## config.mk

```make
export PLATFORM = sky130hd
export DESIGN_NAME = time_msg_scheduler
export DESIGN_NICKNAME = d
export VERILOG_FILES = /design/src/rtl/clk_uart_pkg.sv /design/src/rtl/bin2ascii2.sv /design/src/rtl/time_msg_scheduler.sv
export SDC_FILE = /design/constraint.sdc
export NUM_CORES = 1
export LEC_CHECK = 0
export ABC_CLOCK_PERIOD_IN_PS = 5100
export BUFFER_PORTS_ARGS = -buffer_cell sky130_fd_sc_hd__buf_2
export CORE_ASPECT_RATIO = 0.75
export CORE_MARGIN = 2
export CORE_UTILIZATION = 45
export DETAILED_ROUTE_END_ITERATION = 6
export RECOVER_POWER = 50
export SETUP_SLACK_MARGIN = 0.15
export SYNTH_ARGS = -nofsm -noshare
export SYNTH_HDL_FRONTEND = slang
export SYNTH_SLANG_ARGS = --single-unit
```

## constraint.sdc

```tcl
create_clock -name clk -period 5.1 [get_ports clk]
set_input_delay 0.255 -clock clk [delete_from_list [all_inputs] [get_ports clk]]
set_output_delay 0.255 -clock clk [all_outputs]
set_load 0.05 [all_outputs]
```

## src/rtl/clk_uart_pkg.sv

```systemverilog
// Shared constants for the clock-to-UART time line sequencer:
// ASCII codes, the line length and the scheduler state encoding.
package clk_uart_pkg;

    localparam logic [7:0] ZERO  = 8'h30;
    localparam logic [7:0] TWO   = 8'h32;
    localparam logic [7:0] DASH  = 8'h2D;
    localparam logic [7:0] SPACE = 8'h20;
    localparam logic [7:0] COLON = 8'h3A;
    localparam logic [7:0] CR    = 8'h0D;
    localparam logic [7:0] LF    = 8'h0A;
    localparam logic [7:0] QMARK = 8'h3F;

    localparam int LINE_MAX = 18;

    localparam logic [2:0] ST_IDLE = 3'd0;
    localparam logic [2:0] ST_LOAD = 3'd1;
    localparam logic [2:0] ST_SEND = 3'd2;
    localparam logic [2:0] ST_GAP  = 3'd3;
    localparam logic [2:0] ST_DONE = 3'd4;

    typedef enum logic [2:0] {
        IDLE = ST_IDLE,
        LOAD = ST_LOAD,
        SEND = ST_SEND,
        GAP  = ST_GAP,
        DONE = ST_DONE
    } state_t;

endpackage

```

## src/rtl/bin2ascii2.sv

```systemverilog
// Converts a 7-bit binary field into two ASCII decimal digits.
// Values above 99 cannot be shown in two digits and become "??".
module bin2ascii2
    import clk_uart_pkg::*;
(
    input  logic [6:0] bin,
    output logic [7:0] tens,
    output logic [7:0] ones
);

    logic [6:0] quot;
    logic [6:0] rem;

    always_comb begin
        quot = bin / 7'd10;
        rem  = bin % 7'd10;
        if (bin > 7'd99) begin
            tens = QMARK;
            ones = QMARK;
        end else begin
            tens = ZERO + {1'b0, quot};
            ones = ZERO + {1'b0, rem};
        end
    end

endmodule

```

## src/rtl/time_msg_scheduler.sv

```systemverilog
// Snapshots the time fields on a minute rollover or manual request and streams
// "20YY-MM-DD HH:MM\r\n" byte by byte to a UART over a valid/ready handshake.
module time_msg_scheduler
    import clk_uart_pkg::*;
#(
    parameter bit AUTO_MINUTE = 1'b1,
    parameter bit EOL_CRLF    = 1'b1,
    parameter int GAP_CYCLES  = 0
) (
    input  logic       clk,
    input  logic       rst,
    input  logic [6:0] sec,
    input  logic [6:0] min,
    input  logic [6:0] hour,
    input  logic [6:0] day,
    input  logic [6:0] month,
    input  logic [6:0] year,
    input  logic       send_req,
    output logic [7:0] tx_data,
    output logic       tx_valid,
    input  logic       tx_ready,
    output logic       busy,
    output logic       done,
    output logic       overrun,
    output logic [2:0] dbg_state
);

    localparam logic [4:0] LAST_IDX = EOL_CRLF ? 5'd17 : 5'd16;
    localparam bit         HAS_GAP  = (GAP_CYCLES != 0);
    localparam logic [7:0] GAP_LOAD = 8'(GAP_CYCLES - 1);

    state_t     state, state_next;
    logic [6:0] sec_prev;
    logic       pending;
    logic [4:0] idx;
    logic [7:0] gap_cnt;
    logic       trig;
    logic       capture;
    logic       in_flight;

    logic [6:0] snap_sec, snap_min, snap_hour, snap_day, snap_month, snap_year;
    logic [7:0] byte_buf [LINE_MAX];
    logic [7:0] min_t, min_o, hour_t, hour_o, day_t, day_o;
    logic [7:0] month_t, month_o, year_t, year_o;
    logic [7:0] unused_sec_t, unused_sec_o;

    // Handshake: tx_valid is high only in SEND, tx_data comes from the loaded
    // buffer and cannot change until a cycle with tx_valid && tx_ready.
    assign tx_valid  = (state == SEND);
    assign tx_data   = (state == SEND) ? byte_buf[idx] : 8'h00;
    assign done      = (state == DONE);
    assign dbg_state = state;

    assign trig      = send_req | (AUTO_MINUTE & (sec == 7'd0) & (sec_prev != 7'd0));
    assign in_flight = (state == LOAD) || (state == SEND) || (state == GAP);
    assign capture   = ((state == IDLE) && trig) || ((state == DONE) && (pending || trig));

    always_ff @(posedge clk) begin
        if (rst) state <= IDLE;
        else     state <= state_next;
    end

    always_comb begin
        state_next = state;
        case (state)
            IDLE: if (trig) state_next = LOAD;
            LOAD: state_next = SEND;
            SEND: begin
                if (tx_ready) begin
                    if (idx == LAST_IDX) state_next = DONE;
                    else if (HAS_GAP)    state_next = GAP;
                end
            end
            GAP:  if (gap_cnt == 8'd0) state_next = SEND;
            DONE: state_next = (pending || trig) ? LOAD : IDLE;
            default: state_next = IDLE;
        endcase
    end

    always_ff @(posedge clk) begin
        if (rst) begin
            sec_prev <= '0;
            pending  <= 1'b0;
            busy     <= 1'b0;
            overrun  <= 1'b0;
            idx      <= '0;
            gap_cnt  <= '0;
        end else begin
            sec_prev <= sec;
            overrun  <= 1'b0;
            if (capture) busy <= 1'b1;
            case (state)
                LOAD: idx <= '0;
                SEND: begin
                    if (tx_ready && idx != LAST_IDX) begin
                        idx     <= idx + 5'd1;
                        gap_cnt <= GAP_LOAD;
                    end
                end
                GAP:  if (gap_cnt != 8'd0) gap_cnt <= gap_cnt - 8'd1;
                DONE: begin
                    pending <= 1'b0;
                    if (!(pending || trig)) busy <= 1'b0;
                end
                default: ;
            endcase
            // One request can wait behind the current line; any more are dropped.
            if (trig && in_flight) begin
                if (pending) overrun <= 1'b1;
                else         pending <= 1'b1;
            end
        end
    end

    always_ff @(posedge clk) begin
        if (capture) begin
            snap_sec   <= sec;
            snap_min   <= min;
            snap_hour  <= hour;
            snap_day   <= day;
            snap_month <= month;
            snap_year  <= year;
        end
        if (state == LOAD) begin
            byte_buf[0]  <= TWO;
            byte_buf[1]  <= ZERO;
            byte_buf[2]  <= year_t;
            byte_buf[3]  <= year_o;
            byte_buf[4]  <= DASH;
            byte_buf[5]  <= month_t;
            byte_buf[6]  <= month_o;
            byte_buf[7]  <= DASH;
            byte_buf[8]  <= day_t;
            byte_buf[9]  <= day_o;
            byte_buf[10] <= SPACE;
            byte_buf[11] <= hour_t;
            byte_buf[12] <= hour_o;
            byte_buf[13] <= COLON;
            byte_buf[14] <= min_t;
            byte_buf[15] <= min_o;
            byte_buf[16] <= EOL_CRLF ? CR : LF;
            byte_buf[17] <= LF;
        end
    end

    // Seconds are converted alongside the other fields but never appear in the line.
    bin2ascii2 u_sec   (.bin(snap_sec),   .tens(unused_sec_t), .ones(unused_sec_o));
    bin2ascii2 u_min   (.bin(snap_min),   .tens(min_t),        .ones(min_o));
    bin2ascii2 u_hour  (.bin(snap_hour),  .tens(hour_t),       .ones(hour_o));
    bin2ascii2 u_day   (.bin(snap_day),   .tens(day_t),        .ones(day_o));
    bin2ascii2 u_month (.bin(snap_month), .tens(month_t),      .ones(month_o));
    bin2ascii2 u_year  (.bin(snap_year),  .tens(year_t),       .ones(year_o));

endmodule
```

==> out/qor.csv, run 1 <==
metric;value;unit
status;finished, violations left;
violations;max-capacitance violations, max-slew violations;
cts_max_level;4;
antenna_cells;0;
gr-total-overflow;0;
leakagePower;3.14;nW
syn_inst;805;
ys_warn_count;0;
die_x;153;um
rsz0062_at_grt;no;
synth-seq-cells;126;
grt_pass1_vias;5586;
synth_area_per_cell;9.25;sq um
drc;0;
grt_pass1_wl;27700;um
place_hpwl;11100;um
drv_cap;2;
vias;6078;
synth_edf_count;95;
postCtsSetupBuffers;0;
clock-sinks;126;
setup_tns;0;ns
wl;16500;um
fin_ws;1.31;ns
pre_cts_slack;1.38;ns
cts_made_buffers;17;
initial_core_util;0.462;
setup-violations-final;0;
cts_tree;done;
cp-start-kind;register;
numPortBuffers;60;
synth-main-ff-cell;edfxtp_1;
tightest_slew;2.92;ns
clk_latency;0.41;ns
period_share;0.743;
rows;40;
via_per_inst;5.65;
first_iter_violations;429;
crit_required;5.19;ns
max_slew_margin;-0.963;
hold_ws;0.0160;ns
vdd_drop_max;0.000225;V
coreArea;16100;sq um
ys_seq_area_frac;0.467;
utilization;0.534;
yosysUniqueCellTypes;77;
io-pin-count;61;
path_class;reg -> reg;
antenna_found_initial;0;
finalHoldViolCount;0;
layout-drive-gt1-share;0.120;
min_period;3.79;ns
root_buffer;clkbuf_16;
final_cells;1075;
gp_congestion;0.902;
finClkSkew;0.00784;ns
ys_async_sr_fraction;0;
critical_path_arrival;3.88;ns
crit_fanout;21;
clockBufferDepth;2;
grt_max_degree;40;
cp-end-kind;register;
avgRoutedWirePerCell;15.4;um
power_density;347;nW/um^2
drtPass1Iterations;5;
fp.dieH;115;um
hold_class;in -> reg;
final_nets;911;
antenna_left;0;
area_growth;15.6;%
clk_pin_slew;0.06;ns
dp.cells;1027;
fmax;0.264;GHz
fp.dieArea;17600;sq um
drv_slew;43;
synthesis.area;7440;sq um
grt.total_usage;0.195;
cell families (layout without fill, tap and decap cells):
family,count (synthesis),count (layout),synth area share
flip-flops,126,126,0.467
adder cells (fa/ha/maj),14,14,0.0232
other,2,12,0.00101
buffers and inverters,95,145,0.0504
multiplexers,25,25,0.0366
AND/OR/NAND/NOR,297,297,0.201
XOR/XNOR,18,18,0.0212
AO/OA/AOI/OAI,228,228,0.200
report_power, final:
part / switching (mW) / internal [mW]
registers: 0.0922 / 1.20
logic: 0.230 / 0.178
clock network: 0.435 / 0.857
stage by stage:
step / total power, mW / cell area, sq um
final: 2.99 / 8600
after detailed placement: 1.70 / 7850
after global routing: 3.13 / 8600
after CTS: 3.02 / 8620
after floorplan: 1.60 / 7480
after global placement: 1.69 / 7850
synthesized netlist by cell type (6+ instances only):
library cell / number / area, sq um
clkbuf_1: 46 / 173
nor3_1: 26 / 130
a211oi_1: 7 / 52.6
nand3_1: 9 / 45.0
o31ai_1: 11 / 82.6
nor2_1: 73 / 274
buf_1: 6 / 22.5
nand2_1: 71 / 267
o311ai_0: 6 / 52.6
a22oi_1: 6 / 45.0
xor2_1: 10 / 87.6
xnor2_1: 8 / 70.1
or2_2: 7 / 43.8
a21boi_0: 7 / 52.6
o22ai_1: 14 / 87.6
o221ai_1: 7 / 61.3
buf_2: 9 / 45.0
a21oi_1: 60 / 300
nand3b_1: 6 / 45.0
nor2b_1: 34 / 213
ha_1: 13 / 163
dfxtp_1: 31 / 621
o211ai_1: 8 / 60.1
mux2i_1: 16 / 160
a31oi_1: 12 / 75.1
edfxtp_1: 95 / 2850
nand2b_1: 33 / 206
inv_1: 30 / 113
nor4_1: 8 / 50.1
o21ai_0: 49 / 245
worst max-delay path: stages (launching register included):
cell      delay [ns]
dfxtp_1         0.37
nor2_1          0.29
a21boi_0        2.21
buf_4           0.57
registers in the layout (all words and copies together) (netlist names), 3 cells and up, named ones only:
signal,cells
byte_buf,60
dbg_state,3
gap_cnt,8
idx,5
sec_prev,7
snap_day,7
snap_hour,7
snap_min,7
snap_month,7
snap_year,7
metal layers:
metal  track usage  up-vias  wire [um]
li1              -     3040          -
met1         0.275     2858       8070
met2         0.309      164       7540
met3        0.0358       16        736
met4        0.0580        0        178
met5             0        -          0
worst paths after layout:
check | from | to | slack, ns | cells after the start
setup / recovery | dbg_state[1]$_SDFFE_PP0P_ | snap_year[4]$_DFFE_PP_ | 1.31 | 3
hold / removal | month[4] | snap_month[4]$_DFFE_PP_ | 0.02 | 1
setup reg to reg | dbg_state[1]$_SDFFE_PP0P_ | snap_year[4]$_DFFE_PP_ | 1.31 | 3
hold reg to reg | gap_cnt[0]$_SDFFE_PP0P_ | gap_cnt[0]$_SDFFE_PP0P_ | 0.48 | 1
cell type report:
| class | count | area, sq um |
|---|---|---|
| inverters | 32 | 120 |
| flip-flops and latches | 126 | 3470 |
| well taps | 210 | 263 |
| clock inverters | 14 | 198 |
| repair buffers | 81 | 489 |
| clock buffers | 18 | 429 |
| fillers | 1429 | 7510 |
| multi-input cells | 594 | 3630 |
cell usage in the layout (no fill, tap or decap), types with 7 or more instances in the layout:
cell type / count
a31oi_1: 12
xnor2_1: 8
nand2b_1: 33
nand2_1: 71
a21boi_0: 7
nor2b_1: 34
dlygate4sd3_1: 16
dfxtp_1: 31
edfxtp_1: 95
o31ai_1: 11
conb_1: 12
buf_2: 53
nor3_1: 26
o221ai_1: 7
nand3_1: 9
inv_1: 31
a21oi_1: 60
xor2_1: 10
nor2_1: 73
nor4_1: 8
clkbuf_16: 17
clkbuf_1: 8
o211ai_1: 8
a211oi_1: 7
o22ai_1: 14
ha_1: 13
o21ai_0: 49
mux2i_1: 16
timing repair:
| item | in CTS | in global routing |
|---|---|---|
| endpoints found under the hold margin | 15 | 1 |
| gates resized for setup | 0 | 0 |
| hold buffers | 15 | 1 |
Note: power is estimated with default switching activity, not from simulation.
==> run 2: changes to the inputs <==
--- a/config.mk
+++ b/config.mk
@@ -5,7 +5,7 @@
 export SDC_FILE = /design/constraint.sdc
 export NUM_CORES = 1
 export LEC_CHECK = 0
-export ABC_CLOCK_PERIOD_IN_PS = 5100
+export ABC_CLOCK_PERIOD_IN_PS = 3800
 export BUFFER_PORTS_ARGS = -buffer_cell sky130_fd_sc_hd__buf_2
 export CORE_ASPECT_RATIO = 0.75
 export CORE_MARGIN = 2
==> constraint.sdc (replaced) <==
create_clock -name clk -period 3.8 [get_ports clk]
set_input_delay 0.19 -clock clk [delete_from_list [all_inputs] [get_ports clk]]
set_output_delay 0.19 -clock clk [all_outputs]
set_load 0.05 [all_outputs]
==> run 2 against run 1 <==
  * The flow still finishes with violations (max-capacitance violations, max-slew violations)
  * Final cell count is 3.4% higher
  * Die area stayed put
  * Setup slack worse by 0.92 ns
  * Maximum frequency is 11% higher
  * Global-route usage is 0.43 points higher
  * Combinational power is 47% higher
  * Sequential power is 33% higher
  * Critical path depth is 10 higher
  * Flip-flop and latch count stayed put
  * Register-to-register slack worse by 0.92 ns
  * Count of clock-buffer cells in the layout stayed put
  * Critical endpoint is now byte_buf[6][6]$_SDFFCE_PN0P_
  * Largest cell class unchanged
  * Highest routed layer unchanged
==> out/qor.csv, run 2 (synthesis results as in run 1) <==
metric;value;unit
hold_class;in -> reg;
coreArea;16100;sq um
largest_register;byte_buf;
final_nets;948;
gr-total-overflow;0;
largest_reg_flops;60;
final_cell_mix;edfxtp_1 (95), nor2_1 (73), nand2_1 (71), a21oi_1 (60), buf_2 (52);
final_common_cell;edfxtp_1;
drv_slew;40;
rr_startpoint;snap_month[6]$_DFFE_PP_;
largestRegisters;byte_buf: 60 flops, gap_cnt: 8 flops;
finalHoldViolCount;0;
wl;17200;um
rsz0062_at_grt;no;
pwr-share-comb;0.150;
fp.dieH;115;um
clock-sinks;126;
dr_wl_met3;811;um
grt_max_degree;40;
totalPowerFinal;4.00;mW
grt.total_usage;0.199;
period_share;0.897;
p_seq_frac;0.429;
p_sw_frac;0.271;
layout-drive-gt1-share;0.136;
r2r_end;byte_buf[6][6]$_SDFFCE_PN0P_;
finClkSkew;0.00698;ns
antenna_cells;0;
status;finished, violations left;
drtPass1Iterations;5;
met1_length;8240;um
setup_tns;0;ns
clkPwrFrac;0.421;
fin_ws;0.393;ns
fmax;0.293;GHz
vdd_drop_max;0.000229;V
hold-path-endpoint;sec_prev[5]$_SDFF_PP0_;
die_x;153;um
top_layer_used;met4;
area_growth;20.0;%
power_density;448;nW/um^2
pre_cts_slack;0.237;ns
grt_pass1_vias;5805;
gp_congestion;0.879;
vias;6260;
first_iter_violations;461;
p_int;2.92;mW
fillCellCount;1407;
cts_made_buffers;17;
cpMaxStageDelayCell;edfxtp_1;
drv_cap;1;
clockBufferDepth;2;
crit_fanout;9;
critical_path_arrival;3.57;ns
rows;40;
via_per_inst;5.63;
cp_cell_sequence;nand2_1 -> o22ai_1 -> a32oi_1 -> a21boi_2 -> ha_1 -> a21boi_1 -> o22ai_1 -> a222oi_1 -> o221ai_2 -> nand4b_1 -> ha_1 -> nand2b_1 -> mux2i_1;
worst-r2r-cell-count;13;
p_sw;1.09;mW
path_class;reg -> reg;
antenna_left;0;
max_slew_margin;-0.379;
min_path_cells;2;
min-delay-start;sec[5];
crit_required;3.97;ns
cts_max_level;4;
fp.dieArea;17600;sq um
slowest_delay;0.51;ns
setup-violations-final;0;
root_buffer;clkbuf_16;
io-pin-count;61;
numPortBuffers;60;
tightest_slew;2.07;ns
cts_tree;done;
clk_latency;0.42;ns
initial_core_util;0.462;
leakagePower;3.30;nW
avgRoutedWirePerCell;15.5;um
drc;0;
clk_pin_slew;0.06;ns
cp-start-kind;register;
place_hpwl;11200;um
grt_pass1_wl;28100;um
met2_length;7790;um
min_period;3.41;ns
antenna_found_initial;0;
violations;max-capacitance violations, max-slew violations;
rrSetupSlack;0.39;ns
cp-end-kind;register;
run 2: repair_timing:
item | CTS | global route
hold buffers | 38 | 0
resized for setup | 1 | 2
hold endpoints to repair | 38 | 0
setup buffers | 0 | 8
setup endpoints to repair | 1 | 3
run 2: final cells by class:
type | count | area [sq um] | share of cell area
sequential | 126 | 3470 | 0.389
tap | 210 | 263 | 0.0294
inverter | 32 | 120 | 0.0135
clock inverter | 14 | 180 | 0.0202
clock buffer | 18 | 429 | 0.0481
multi-input combinational | 594 | 3650 | 0.409
timing repair buffer | 118 | 813 | 0.0911
run 2: critical path: cells and delay by family, from the launching register on:
family / cells / cell delay, ns
AO/OA/AOI/OAI: 7 / 1.59
flip-flops: 1 / 0.51
AND/OR/NAND/NOR: 3 / 0.50
adder cells (fa/ha/maj): 2 / 0.48
multiplexers: 1 / 0.07
run 2: power groups by stage:
stage	registers [mW]	logic, mW	clock network, mW
floorplan	1.67	0.476	0
global placement	1.74	0.538	0
detailed placement	1.74	0.553	0
CTS	1.71	0.589	1.72
global route	1.73	0.675	1.79
finish	1.72	0.601	1.69
run 2: worst max-delay path by stage:
stage	startpoint	endpoint	slack, ns	cells after the start
after floorplan	dbg_state[1]$_SDFFE_PP0P_	tx_data[7]	0.54	5
after global placement	snap_month[3]$_DFFE_PP_	byte_buf[6][6]$_SDFFCE_PN0P_	0.42	13
after detailed placement	snap_month[6]$_DFFE_PP_	byte_buf[6][6]$_SDFFCE_PN0P_	0.24	13
after CTS	snap_month[3]$_DFFE_PP_	byte_buf[6][6]$_SDFFCE_PN0P_	0.22	13
after global routing	snap_month[3]$_DFFE_PP_	byte_buf[6][6]$_SDFFCE_PN0P_	0.15	13
final	snap_month[6]$_DFFE_PP_	byte_buf[6][6]$_SDFFCE_PN0P_	0.39	13
run 2: through the flow:
stage | area, sq um | hold slack, ns | cells | utilization
after detailed placement | 7900 | 0.368 | 1034 | 0.490
after floorplan | 7480 | 0.262 | 815 | -
after global routing | 8930 | 0.0126 | 1112 | 0.554
after global placement | 7900 | 0.366 | 1034 | 0.490
after CTS | 8890 | 0.00372 | 1104 | 0.551
final | 8930 | 0.0204 | 1112 | 0.554
run 2: routing by layer:
metal	global-route usage	vias to the layer above
li1	-	3128
met1	0.270	2929
met2	0.311	177
met3	0.0516	26
met4	0.0741	0
met5	0	-
==> run 3: changes to the inputs <==
--- a/config.mk
+++ b/config.mk
@@ -5,14 +5,16 @@
 export SDC_FILE = /design/constraint.sdc
 export NUM_CORES = 1
 export LEC_CHECK = 0
-export ABC_CLOCK_PERIOD_IN_PS = 3800
+export ABC_CLOCK_PERIOD_IN_PS = 4200
 export BUFFER_PORTS_ARGS = -buffer_cell sky130_fd_sc_hd__buf_2
 export CORE_ASPECT_RATIO = 0.75
 export CORE_MARGIN = 2
 export CORE_UTILIZATION = 45
 export DETAILED_ROUTE_END_ITERATION = 6
+export GPL_TIMING_DRIVEN = 0
 export RECOVER_POWER = 50
 export SETUP_SLACK_MARGIN = 0.15
 export SYNTH_ARGS = -nofsm -noshare
 export SYNTH_HDL_FRONTEND = slang
+export SYNTH_HIERARCHICAL = 1
 export SYNTH_SLANG_ARGS = --single-unit
==> constraint.sdc (replaced) <==
create_clock -name clk -period 4.2 [get_ports clk]
set_input_delay 0.21 -clock clk [delete_from_list [all_inputs] [get_ports clk]]
set_output_delay 0.21 -clock clk [all_outputs]
set_load 0.05 [all_outputs]
==> run 3 against run 2 <==
  * The run now ends clean
  * Critical path depth decreased by 7
  * Setup slack improved by 1.2 ns
  * Worst hold slack got worse by 0.0027 ns
  * Flip-flop and latch count increased by 20
  * Total power decreased by 4.7%
  * Utilization increased by 0.14 points
  * Sequential power about the same
  * Final cell count increased by 14%
  * Synthesized area increased by 15%
  * Largest power group unchanged
  * Synthesized cell count increased by 6.0%
  * Largest cell class is now flip-flops and latches
  * Critical endpoint is now idx[4]$_SDFFE_PP0P_
  * Register-to-register slack improved by 1.2 ns
==> out/qor.csv, run 3 <==
metric;value;unit
status;complete, no violations;
grt_pass1_wl;31400;um
ys_top_cells_by_count;edfxtp_1 (115), nor2_1 (60), nand2_1 (59);
clkPwrFrac;0.384;
slowest_delay;0.86;ns
rr_startpoint;dbg_state[0]$_SDFFE_PP0P_;
coreArea;18600;sq um
synth_top_area_share;0.403;
crit_required;4.55;ns
antenna_left;0;
drtPass1Iterations;5;
worst-r2r-cell-count;6;
pwr-share-comb;0.165;
synth_area_per_cell;10.1;sq um
cts_made_buffers;17;
pre_cts_slack;2.07;ns
finClkSkew;0.0107;ns
gp_congestion;0.885;
drc;0;
synth_edf_count;115;
first_iter_violations;734;
p_seq_frac;0.451;
synth-seq-cells;146;
min_path_cells;2;
synthMostInstantiatedCell;edfxtp_1;
avgRoutedWirePerCell;15.2;um
r2r_end;idx[4]$_SDFFE_PP0P_;
via_per_inst;5.39;
fin_ws;1.58;ns
cts_tree;done;
leakagePower;3.88;nW
place_hpwl;13500;um
clockBufferDepth;2;
min_period;2.62;ns
critical_path_arrival;2.97;ns
drv_cap;0;
fillCellCount;1623;
totalPowerFinal;3.81;mW
setup_tns;0;ns
path_class;reg -> reg;
critPathCapture;idx[4]$_SDFFE_PP0P_;
p_sw_frac;0.271;
cp-start-kind;register;
cp.depth;6;
drv_slew;0;
io-pin-count;61;
clk_latency;0.43;ns
initial_core_util;0.462;
rsz0062_at_grt;no;
grt.total_usage;0.199;
grt_pass1_vias;6124;
fmax;0.382;GHz
synthAdderAreaFrac;0.0131;
synthesis.area;8580;sq um
period_share;0.623;
power_density;370;nW/um^2
largest_reg_flops;80;
crit_fanout;20;
final_cell_mix;edfxtp_1 (115), buf_2 (70), nor2_1 (60), nand2_1 (59), a21oi_1 (52);
p_sw;1.03;mW
cts_max_level;4;
rows;43;
gr-total-overflow;0;
dp.cells;1196;
vias;6827;
fp.dieH;124;um
clock-sinks;146;
regArea;4070;sq um
synth_top_family_by_area;compound AO/OA/AOI/OAI gates;
fp.dieArea;20200;sq um
wl;19200;um
final_nets;1061;
min-delay-start;sec[0];
synth_compound_area_frac;0.189;
yosysUniqueCellTypes;81;
multi_input_area;3870;sq um
clk_pin_slew;0.07;ns
area_growth;20.2;%
vdd_drop_max;0.000249;V
cp-startpoint;dbg_state[0]$_SDFFE_PP0P_;
ys_seq_area_frac;0.475;
synthMuxAreaShare;0.0315;
final_cells;1266;
tightest_slew;1.08;ns
layout-drive-gt1-share;0.189;
grt_max_degree;25;
synth_top_cell_by_area;edfxtp_1;
setup-violations-final;0;
synth.area.top_cells;edfxtp_1 (40%), dfxtp_1 (7.2%), buf_4 (4.4%);
largest_register;byte_buf;
largestRegisters;byte_buf: 80 flops, gap_cnt: 8 flops;
finalHoldViolCount;0;
syn_inst;853;
yosys.area_share.simple;0.175;
crit_family;buffers and inverters;
rrSetupSlack;1.58;ns
cpMaxStageDelayCell;clkbuf_1;
die_x;163;um
path_buf_inv;1;
cp-end-kind;register;
numPortBuffers;60;
antenna_found_initial;0;
ys_warn_count;6;
antenna_cells;0;
cp_cell_sequence;nor3b_1 -> clkbuf_1 -> o21a_1 -> nand3_1 -> xor2_1 -> nor2_1;
ys_async_sr_fraction;0;
postCtsSetupBuffers;0;
final_common_cell;edfxtp_1;
synth-main-ff-cell;edfxtp_1;
hold_class;in -> reg;
root_buffer;clkbuf_16;
p_int;2.78;mW
max_slew_margin;0.277;
synth-xor-area-share;0.0245;
[run 3: per-stage QoR]
stage | utilization | cell area (sq um) | hold WS (ns)
after floorplan | - | 8700 | 0.282
after global placement | 0.501 | 9310 | 0.386
after detailed placement | 0.508 | 9420 | 0.388
after CTS | 0.559 | 10400 | 0.00232
after global routing | 0.555 | 10300 | 0.0114
final | 0.555 | 10300 | 0.0177
[run 3: power groups by stage]
stage	clock network [mW]	logic, mW	registers [mW]
finish	1.46	0.630	1.72
global route	1.57	0.698	1.73
CTS	1.51	0.632	1.72
detailed placement	0	0.602	1.75
global placement	0	0.584	1.76
floorplan	0	0.444	1.75
[run 3: how the worst min path moves through the flow]
| stage | end | slack, ns |
|---|---|---|
| 6_report | sec_prev[0]$_SDFF_PP0_ | 0.02 |
| 5_1_grt | sec_prev[4]$_SDFF_PP0_ | 0.01 |
| 3_3_place_gp | snap_min[4]$_DFFE_PP_ | 0.39 |
| 2_1_floorplan | sec_prev[0]$_SDFF_PP0_ | 0.28 |
| 4_1_cts | sec_prev[4]$_SDFF_PP0_ | 0.002 |
| 3_5_place_dp | snap_min[5]$_DFFE_PP_ | 0.39 |
[run 3: kinds of logic (layout without fill, tap and decap cells)]
group	count (synthesis)	after routing
AO/OA/AOI/OAI	239	239
XOR/XNOR	24	24
adder cells (fa/ha/maj)	9	9
buffers and inverters	126	262
flip-flops	146	146
multiplexers	26	26
other	10	40
AND/OR/NAND/NOR	273	273
[run 3: final cells by class]
class / instances / area share
tap: 247 / 0.0300
multi-input combinational: 611 / 0.376
buffer: 94 / 0.0589
sequential: 146 / 0.395
clock inverter: 11 / 0.00850
timing repair buffer: 104 / 0.0734
clock buffer: 21 / 0.0468
inverter: 32 / 0.0117
[run 3: what timing repair did]
| item | CTS | global route |
|---|---|---|
| hold endpoints to repair | 38 | 0 |
| hold buffers | 38 | 0 |
| gates resized for setup | 0 | 0 |
[run 3: worst reg2reg max path, stage by stage (launching register included)]
cell and delay [ns]:
dfxtp_1 0.48, nor3b_1 0.54, clkbuf_1 0.86, o21a_1 0.27
nand3_1 0.09, xor2_1 0.15, nor2_1 0.14
[run 3: layer usage]
layer	vias up	routed length, um	global-route usage
met5	-	0	0
met4	0	116	0.0448
met3	14	1300	0.0510
met2	219	7990	0.276
met1	3217	9790	0.306
li1	3377	-	-
